==> src/rtl/uart_pkg.sv <==
// Shared types and helpers for the extended UART receiver: FSM state encoding,
// parity mode, 2-of-3 majority vote and parity computation.
package uart_pkg;

  typedef enum logic [2:0] {
    S_IDLE      = 3'd0,
    S_START     = 3'd1,
    S_DATA      = 3'd2,
    S_PARITY    = 3'd3,
    S_STOP      = 3'd4,
    S_WAIT_HIGH = 3'd5
  } rx_state_t;

  typedef enum logic [1:0] {
    PAR_NONE = 2'd0,
    PAR_ODD  = 2'd1,
    PAR_EVEN = 2'd2
  } parity_e;

  function automatic logic maj3(input logic a, input logic b, input logic c);
    return (a & b) | (a & c) | (b & c);
  endfunction

  // Data is zero-extended to 9 bits by the caller; padding zeros do not affect the XOR.
  function automatic logic calc_parity(input logic [8:0] data, input parity_e mode);
    return (^data) ^ (mode == PAR_ODD);
  endfunction

endpackage

==> src/rtl/uart_rx_ext_sampler.sv <==
// Bit timer and mid-bit 3-sample majority voter. Held at cnt = 0 while restart is high.
module uart_bit_sampler
  import uart_pkg::*;
#(
  parameter int CLKS_PER_BIT = 10416,
  parameter int CNT_W        = $clog2(CLKS_PER_BIT)
) (
  input  logic clk,
  input  logic rst_n,
  input  logic restart,
  input  logic rxs,
  output logic bit_strobe,
  output logic bit_val,
  output logic bit_end
);

  localparam int H = CLKS_PER_BIT / 2;
  localparam logic [CNT_W-1:0] CNT_LAST = CNT_W'(CLKS_PER_BIT - 1);
  localparam logic [CNT_W-1:0] CNT_S0   = CNT_W'(H - 1);
  localparam logic [CNT_W-1:0] CNT_S1   = CNT_W'(H);
  localparam logic [CNT_W-1:0] CNT_S2   = CNT_W'(H + 1);

  logic [CNT_W-1:0] cnt_reg, cnt_next;
  logic             s0_reg, s0_next;
  logic             s1_reg, s1_next;

  always_comb begin
    cnt_next = cnt_reg;
    s0_next  = s0_reg;
    s1_next  = s1_reg;
    if (restart || cnt_reg == CNT_LAST) begin
      cnt_next = '0;
    end else begin
      cnt_next = cnt_reg + CNT_W'(1);
    end
    if (cnt_reg == CNT_S0) s0_next = rxs;
    if (cnt_reg == CNT_S1) s1_next = rxs;
  end

  always_ff @(posedge clk or negedge rst_n) begin
    if (!rst_n) begin
      cnt_reg <= '0;
      s0_reg  <= 1'b1;
      s1_reg  <= 1'b1;
    end else begin
      cnt_reg <= cnt_next;
      s0_reg  <= s0_next;
      s1_reg  <= s1_next;
    end
  end

  // Third sample is the live rxs, so the vote resolves in the same cycle as the strobe.
  assign bit_strobe = !restart && (cnt_reg == CNT_S2);
  assign bit_val    = maj3(s0_reg, s1_reg, rxs);
  assign bit_end    = !restart && (cnt_reg == CNT_LAST);

endmodule

==> src/rtl/uart_rx_ext.sv <==
// Parametrised UART receiver: configurable frame format, majority-voted bits,
// parity/framing/break detection and a one-word valid/ready hold register.
module uart_rx_ext
  import uart_pkg::*;
#(
  parameter int CLKS_PER_BIT = 10416,
  parameter int DATA_BITS    = 8,
  parameter int PARITY       = 0,
  parameter int STOP_BITS    = 1,
  parameter int CNT_W        = $clog2(CLKS_PER_BIT)
) (
  input  logic                 clk,
  input  logic                 rst_n,
  input  logic                 rx_serial,
  output logic [DATA_BITS-1:0] m_data,
  output logic                 m_valid,
  input  logic                 m_ready,
  output logic                 parity_err,
  output logic                 frame_err,
  output logic                 overrun,
  output logic                 break_det,
  output logic                 busy
);

  localparam int IDX_W = $clog2(DATA_BITS);
  localparam logic [IDX_W-1:0] LAST_IDX  = IDX_W'(DATA_BITS - 1);
  localparam logic             LAST_STOP = 1'(STOP_BITS - 1);
  localparam parity_e          PAR_MODE  = parity_e'(2'(PARITY));

  logic sync1_reg, rxs_reg;

  rx_state_t            state_reg, state_next;
  logic [IDX_W-1:0]     bit_idx_reg, bit_idx_next;
  logic [DATA_BITS-1:0] shift_reg, shift_next;
  logic                 par_pend_reg, par_pend_next;
  logic                 frm_pend_reg, frm_pend_next;
  logic                 par_bit_reg, par_bit_next;
  logic                 stop0_reg, stop0_next;
  logic                 stop_idx_reg, stop_idx_next;
  logic                 done_reg, done_next;

  logic [DATA_BITS-1:0] m_data_reg, m_data_next;
  logic                 m_valid_reg, m_valid_next;
  logic                 parity_err_reg, parity_err_next;
  logic                 frame_err_reg, frame_err_next;
  logic                 overrun_reg, overrun_next;
  logic                 break_reg, break_next;

  logic restart, bit_strobe, bit_val, bit_end, is_break;

  assign restart = (state_reg == S_IDLE) || (state_reg == S_WAIT_HIGH);

  uart_bit_sampler #(
    .CLKS_PER_BIT (CLKS_PER_BIT),
    .CNT_W        (CNT_W)
  ) u_sampler (
    .clk        (clk),
    .rst_n      (rst_n),
    .restart    (restart),
    .rxs        (rxs_reg),
    .bit_strobe (bit_strobe),
    .bit_val    (bit_val),
    .bit_end    (bit_end)
  );

  assign is_break = (shift_reg == '0) && ((PAR_MODE == PAR_NONE) || !par_bit_reg) && !stop0_reg;

  always_comb begin
    state_next      = state_reg;
    bit_idx_next    = bit_idx_reg;
    shift_next      = shift_reg;
    par_pend_next   = par_pend_reg;
    frm_pend_next   = frm_pend_reg;
    par_bit_next    = par_bit_reg;
    stop0_next      = stop0_reg;
    stop_idx_next   = stop_idx_reg;
    done_next       = done_reg;
    m_data_next     = m_data_reg;
    m_valid_next    = m_valid_reg;
    parity_err_next = parity_err_reg;
    frame_err_next  = frame_err_reg;
    overrun_next    = 1'b0;
    break_next      = 1'b0;

    if (m_valid_reg && m_ready) m_valid_next = 1'b0;

    case (state_reg)
      S_IDLE: begin
        if (!rxs_reg) begin
          state_next    = S_START;
          bit_idx_next  = '0;
          stop_idx_next = 1'b0;
          par_pend_next = 1'b0;
          frm_pend_next = 1'b0;
          par_bit_next  = 1'b0;
          stop0_next    = 1'b1;
          done_next     = 1'b0;
        end
      end
      S_START: begin
        if (bit_strobe && bit_val) state_next = S_IDLE;
        else if (bit_end)          state_next = S_DATA;
      end
      S_DATA: begin
        if (bit_strobe) shift_next[bit_idx_reg] = bit_val;
        if (bit_end) begin
          if (bit_idx_reg == LAST_IDX) begin
            state_next = (PAR_MODE != PAR_NONE) ? S_PARITY : S_STOP;
          end else begin
            bit_idx_next = bit_idx_reg + IDX_W'(1);
          end
        end
      end
      S_PARITY: begin
        if (bit_strobe) begin
          par_bit_next = bit_val;
          if (bit_val != calc_parity(9'(shift_reg), PAR_MODE)) par_pend_next = 1'b1;
        end
        if (bit_end) state_next = S_STOP;
      end
      S_STOP: begin
        if (done_reg) begin
          // Completion cycle: a break delivers nothing; otherwise offer the word.
          done_next = 1'b0;
          if (is_break) begin
            break_next = 1'b1;
            state_next = S_WAIT_HIGH;
          end else begin
            state_next = frm_pend_reg ? S_WAIT_HIGH : S_IDLE;
            if (!m_valid_reg || m_ready) begin
              m_data_next     = shift_reg;
              parity_err_next = par_pend_reg;
              frame_err_next  = frm_pend_reg;
              m_valid_next    = 1'b1;
            end else begin
              overrun_next = 1'b1;
            end
          end
        end else begin
          if (bit_strobe) begin
            if (!bit_val) frm_pend_next = 1'b1;
            if (!stop_idx_reg) stop0_next = bit_val;
            if (stop_idx_reg == LAST_STOP) done_next = 1'b1;
          end
          if (bit_end) stop_idx_next = 1'b1;
        end
      end
      S_WAIT_HIGH: begin
        if (rxs_reg) state_next = S_IDLE;
      end
      default: state_next = S_IDLE;
    endcase
  end

  always_ff @(posedge clk or negedge rst_n) begin
    if (!rst_n) begin
      sync1_reg      <= 1'b1;
      rxs_reg        <= 1'b1;
      state_reg      <= S_IDLE;
      bit_idx_reg    <= '0;
      shift_reg      <= '0;
      par_pend_reg   <= 1'b0;
      frm_pend_reg   <= 1'b0;
      par_bit_reg    <= 1'b0;
      stop0_reg      <= 1'b1;
      stop_idx_reg   <= 1'b0;
      done_reg       <= 1'b0;
      m_data_reg     <= '0;
      m_valid_reg    <= 1'b0;
      parity_err_reg <= 1'b0;
      frame_err_reg  <= 1'b0;
      overrun_reg    <= 1'b0;
      break_reg      <= 1'b0;
    end else begin
      sync1_reg      <= rx_serial;
      rxs_reg        <= sync1_reg;
      state_reg      <= state_next;
      bit_idx_reg    <= bit_idx_next;
      shift_reg      <= shift_next;
      par_pend_reg   <= par_pend_next;
      frm_pend_reg   <= frm_pend_next;
      par_bit_reg    <= par_bit_next;
      stop0_reg      <= stop0_next;
      stop_idx_reg   <= stop_idx_next;
      done_reg       <= done_next;
      m_data_reg     <= m_data_next;
      m_valid_reg    <= m_valid_next;
      parity_err_reg <= parity_err_next;
      frame_err_reg  <= frame_err_next;
      overrun_reg    <= overrun_next;
      break_reg      <= break_next;
    end
  end

  assign m_data     = m_data_reg;
  assign m_valid    = m_valid_reg;
  assign parity_err = parity_err_reg;
  assign frame_err  = frame_err_reg;
  assign overrun    = overrun_reg;
  assign break_det  = break_reg;
  assign busy       = (state_reg != S_IDLE);

  a_legal_state: assert property (@(posedge clk) disable iff (!rst_n)
    state_reg inside {S_IDLE, S_START, S_DATA, S_PARITY, S_STOP, S_WAIT_HIGH});
  a_hold_stable: assert property (@(posedge clk) disable iff (!rst_n)
    (m_valid_reg && !m_ready) |=> $stable(m_data_reg));
  c_overrun: cover property (@(posedge clk) disable iff (!rst_n) overrun_reg);
  c_break:   cover property (@(posedge clk) disable iff (!rst_n) break_reg);

endmodule

==> config.mk <==
export PLATFORM = sky130hd
export DESIGN_NAME = uart_rx_ext
export DESIGN_NICKNAME = d
export VERILOG_FILES = /design/src/rtl/uart_pkg.sv /design/src/rtl/uart_rx_ext_sampler.sv /design/src/rtl/uart_rx_ext.sv
export SDC_FILE = /design/constraint.sdc
export NUM_CORES = 1
export LEC_CHECK = 0
export CAP_MARGIN = 5
export CORE_ASPECT_RATIO = 1.75
export CORE_MARGIN = 3
export CORE_UTILIZATION = 50
export CTS_CLUSTER_DIAMETER = 200
export DETAILED_ROUTE_END_ITERATION = 8
export PLACE_DENSITY = 0.71
export SETUP_SLACK_MARGIN = 0.4
export SLEW_MARGIN = 20
export SYNTH_ARGS = -nofsm -noshare
export SYNTH_HDL_FRONTEND = slang
export SYNTH_SLANG_ARGS = --single-unit
export TNS_END_PERCENT = 100
==> constraint.sdc <==
create_clock -name clk -period 2.39 [get_ports clk]
set_input_delay 0.239 -clock clk [delete_from_list [all_inputs] [get_ports clk]]
set_output_delay 0.239 -clock clk [all_outputs]
set_load 0.005 [all_outputs]
### After elaboration in Yosys (flattened, before gate mapping)

Index checks and enable logic that the tools add are counted.

* register bits: 50
* input bits: 4
* output and inout port bits: 14
* word-level logic and storage cells: 134

* add/sub/neg operators: 2
* order comparisons: 2
* equality and inequality tests: 26
* mux-type cells: 51
* bitwise gates (word level): 6
* reduce and logical (&&, ||, !) cells: 28

Operators with widths (number)
* $eq 14x13->1 const B: 3
* $mux 3: 13
* $mux 1: 28
* $ne 2x2->1 const B: 14
* $pmux 3 s6: 1
* $reduce_and 4->1: 4
* $add 14x1->14 const B: 1
* $eq 14x14->1 const B: 1
* $mux 14: 1
* $pmux 1 s2: 5
* $reduce_and 5->1: 2
* $eq 3x3->1 const B: 3
* $reduce_xor 9->1: 1
* $bwmux 8: 1
* $logic_not 8->1: 1
* $reduce_and 7->1: 1
* $eq 3x2->1 const B: 2
* $logic_and 1x1->1: 6
* $pmux 3 s2: 1
* $reduce_bool 2->1: 3
* $lt 3x4->1 const B: 1
* $reduce_and 2->1: 2
* $add 3x1->3 const B: 1
* $and 1x1->1: 3
* 11 further kinds: 16

### Longest topological paths before layout

* depth after elaboration: 7
* depth in mapped cells: 8
* gate-level depth less buffers: 6

### By module

Synthesis repeated with hierarchy kept, for this count alone.

* cells, all modules: 245
* area total of the unflattened synthesis: 2591.2 sq um

By module, submodules not included
* uart_rx_ext: instances 1, cells an instance 158, area each 1712.9 sq um, sequential area each 854.6 sq um
* uart_bit_sampler: instances 1, cells an instance 87, area each 878.3 sq um, sequential area each 402.9 sq um

### Worst setup path before layout

OpenSTA, ideal clock, no wires.

* kind: reg-to-reg
* start: register u_sampler.cnt_reg[9]
* end: register shift_reg[0]
* library setup time: 0.081 ns
* arrival: 1.821 ns
* data required time: 2.309 ns
* setup slack: 0.488 ns
* stages on the path, launching flop included: 7
* buffers on the path: 2
* period minus slack after synthesis: 1.902 ns
* path through: dfrtp_1 > or2_0 > or4_1 > buf_2 > buf_6 > nor4_2 > mux2i_1

* word-level cells in the longest chain between the ends: 3

Ends and longest elaborated chain
* start: declaration: RTL line uart_rx_ext_sampler.sv:23 `logic [CNT_W-1:0] cnt_reg, cnt_next;`
* start signal: assignment: RTL line uart_rx_ext_sampler.sv:46 `cnt_reg <= cnt_next;`
* $eq 14x13->1: RTL line uart_rx_ext_sampler.sv:53 `assign bit_strobe = !restart && (cnt_reg == CNT_S2);`
* $logic_and 1x1->1: RTL line uart_rx_ext_sampler.sv:53
* $reduce_and 2->1 (no source line)
* end signal: assignment: RTL line uart_rx_ext.sv:179 `shift_reg <= shift_next;`
* end: declaration: RTL line uart_rx_ext.sv:34 `logic [DATA_BITS-1:0] shift_reg, shift_next;`

Every way passes these cells.
A chain may end at the register's enable or synchronous reset.

### Worst setup path after layout

* start: register u_sampler.cnt_reg[1]
* end: register shift_reg[7]

The elaborated chain is that of the path after synthesis.

==> flow_summary.yaml <==
outcome:
  status: "finished, final reports clean"
global_routing:
  grt_pass1_vias: 1957
  gr-usage-all-layers: 0.190
  grt_max_degree: 51
  grt_pass1_wl_um: 9050
  grt_overflow: 0
  antenna_found_initial: 0
worst_setup_path:
  critPathLaunchType: "register"
  r2r-start: "u_sampler.cnt_reg[1]"
  rrSetupSlack_ns: 0.44
  cp.required_ns: 2.61
  r2r-end: "shift_reg[7]"
  worstRegToRegCells: 6
  cp.arrival_ns: 2.17
  path_max_fanout: 7
  slowest_stage: "or4_4"
  slowest_delay_ns: 0.64
  endpoint_kind: "register"
  worstSetupPathType: "register to register"
  crit_chain: "inv_2 > ha_4 > nand3b_1 > or4_4 > nor4b_4 > mux2i_1"
die:
  start_util: 0.531
  coreArea_um2: 5060
  die-width_um: 61.4
  die_y_um: 103
  die-area_um2: 6320
  ios: 18
  row_count: 34
synthesis:
  seq_area_frac_synth: 0.468
  avgSynthCellArea_um2: 10.6
  yosysWarnings: 0
  synth-async-reset-ratio: 1.00
  netlist_area_um2: 2690
  synth_top_cell_area_share: 0.419
  yosysTopAreaCell: "dfrtp_1"
  ys.flop_type: "dfrtp_1"
  ys_ff_latch: 50
  synth_edf_count: 0
  syn_nets: 266
  ys_types: 55
  synthCells: 253
  ys_top_cells_by_area: "dfrtp_1 (42%), dfstp_2 (4.9%), ha_1 (4.2%), mux2_2 (4.2%), xor2_1 (3.3%)"
pwr:
  peakVddDrop_v: 0.000442
  power.density_nw_per_um2: 451
  power_frac_seq: 0.584
  p_comb_frac: 0.016
  switching_power_uw: 289
  power_leakage_uw: 0.00129
  switching_share: 0.198
  power_frac_clock: 0.399
  intPower_uw: 1170
final_layout:
  area_growth_pct: 20.2
  fill_cells: 405
  fin_nets: 294
  drive_above_1_share: 0.206
  finish.utilization: 0.638
  design_area_um2: 3230
  antenna_cells: 0
  largest_reg_flops: 14
timing:
  slew_violations: 0
  hold_viol: 0
  setup_viol: 0
  skew_ns: 0.00935
  fmax_mhz: 514
  relSlewSlack: 0.452
  fin_crit_sh: 0.814
  rsz0062_at_grt: "true"
  setup_tns_ns: 0
  period_minus_slack_ns: 1.95
  tightest_slew_ns: 0.821
clocking:
  cts_sinks: 50
  h-tree-depth: 2
  cts_tree: "done"
  cts_hold_buf: 0
  clockBufferDepth: 2
  clk_latency_ns: 0.30
  numCtsBuffers: 5
  cts-root-buf: "clkbuf_8"
  path_clk_slew_ns: 0.09
detailed_routing:
  vias: 1991
  drt-vias-per-instance: 5.93
  wl_um: 5490
  drc: 0
  drt_pass1_iterations: 4
  drtAntennaViolNets: 0
  avgRoutedWirePerCell_um: 16.3
  drtIter0Drc: 76
placement:
  dpl.hpwl_um: 3780
  io_buffers: 17
  placedInstanceArea_um2: 2900
  gp_congestion: 0.903
run:
  max_cap_violations: 0
min_path:
  hold_path_class: "input pin to async pin"
[critical path, delay by kind of cell (launching register included)]
kind,cells,cell delay [ns]
buffers and inverters,1,0.10
and+or+nand+nor,3,1.02
muxes,1,0.21
DFF,1,0.42
adders and majority gates,1,0.13
[through the flow]
step | hold slack (ns) | total power (uW) | setup slack, ns | instances
finish | 0.0290 | 1460 | 0.445 | 336
global route | 0.0855 | 1510 | 0.327 | 336
CTS | 0.0540 | 1480 | 0.338 | 330
detailed placement | 0.347 | 893 | 0.136 | 318
global placement | 0.346 | 893 | 0.219 | 318
floorplan | -0.0566 | 870 | 0.488 | 253
[layout by cell type, fill, tap and decap left out, types with 5 or more instances in the layout]
cell type / netlist / routed
xnor2_1: 6 / 6
nand2b_1: 9 / 9
a21oi_1: 7 / 7
nand4_1: 5 / 5
nand3_1: 8 / 8
dfrtp_1: 45 / 41
clkbuf_8: 0 / 5
nand2_1: 11 / 11
clkdlybuf4s50_1: 0 / 16
dfstp_2: 5 / 5
nor2_1: 21 / 20
xor2_1: 10 / 10
mux2_2: 10 / 10
mux2i_1: 8 / 8
o21ai_0: 7 / 7
buf_4: 1 / 14
inv_1: 14 / 13
ha_1: 9 / 8
[power by group through the flow]
stage	Sequential, uW	Combinational, uW	Clock, uW
6_report	851	23.4	582
5_1_grt	852	28.2	630
4_1_cts	851	25.0	603
3_5_place_dp	868	25.0	0
3_3_place_gp	868	24.7	0
2_1_floorplan	866	4.02	0
[Yosys cell counts (all sizes together) (2+ instances only)]
cell,instances
nor2b,2
or2,2
nand2,11
nand4,5
ha,9
xnor2,6
or4,2
o221ai,2
dfstp,5
or3,2
mux2,13
nor4b,6
nor2,21
o31ai,2
nand2b,9
mux2i,8
inv,14
nor3,4
and3,3
dfrtp,45
nor4,4
xor2,10
a21oi,7
buf,6
nor4bb,2
nand4bb,2
o21ai,8
clkbuf,6
nand3,8
and4,4
nand3b,3
o211ai,4
nand4b,4
[metal layers]
metal,GRT usage,vias to the layer above,routed length (um)
li1,-,952,-
met1,0.203,979,2130
met2,0.354,46,3060
met3,0.0351,14,160
met4,0.0703,0,143
met5,0,-,0
[worst max path at each step]
stage,startpoint,to,slack [ns],cells after the start
final,u_sampler.cnt_reg[1],shift_reg[7],0.44,6
after global placement,u_sampler.cnt_reg[11],shift_reg[7],0.22,4
after detailed placement,u_sampler.cnt_reg[11],shift_reg[7],0.14,4
after global routing,u_sampler.cnt_reg[1],shift_reg[6],0.33,6
after CTS,u_sampler.cnt_reg[9],shift_reg[7],0.34,4
after floorplan,u_sampler.cnt_reg[9],shift_reg[0],0.49,6
[final cells by class]
cell class              count  area [um^2]  area share
clock buffers               7         76.3      0.0236
inverters                  15         56.3      0.0174
clock inverters             1         30.0     0.00930
well taps                  54         67.6      0.0209
flip-flops and latches     50         1260       0.391
multi-input cells         177         1450       0.448
repair buffers             32          290      0.0899
[cell families (layout without fill, tap and decap cells)]
| family | Yosys count | count (layout) | synth area share |
|---|---|---|---|
| fa+ha+maj | 10 | 10 | 0.0456 |
| buf+inv | 27 | 55 | 0.0433 |
| simple gates | 98 | 99 | 0.231 |
| mux | 21 | 21 | 0.0843 |
| compound gates | 31 | 31 | 0.0759 |
| xor+xnor | 16 | 16 | 0.0522 |
| flops | 50 | 50 | 0.468 |
[what timing repair did]
action	4_1_cts	5_1_grt
gates resized for setup	2	22
cloned	0	1
pin swaps	1	10
setup buffers	4	5
endpoints found under the setup margin	15	22
(Power assumes the default switching activity.)
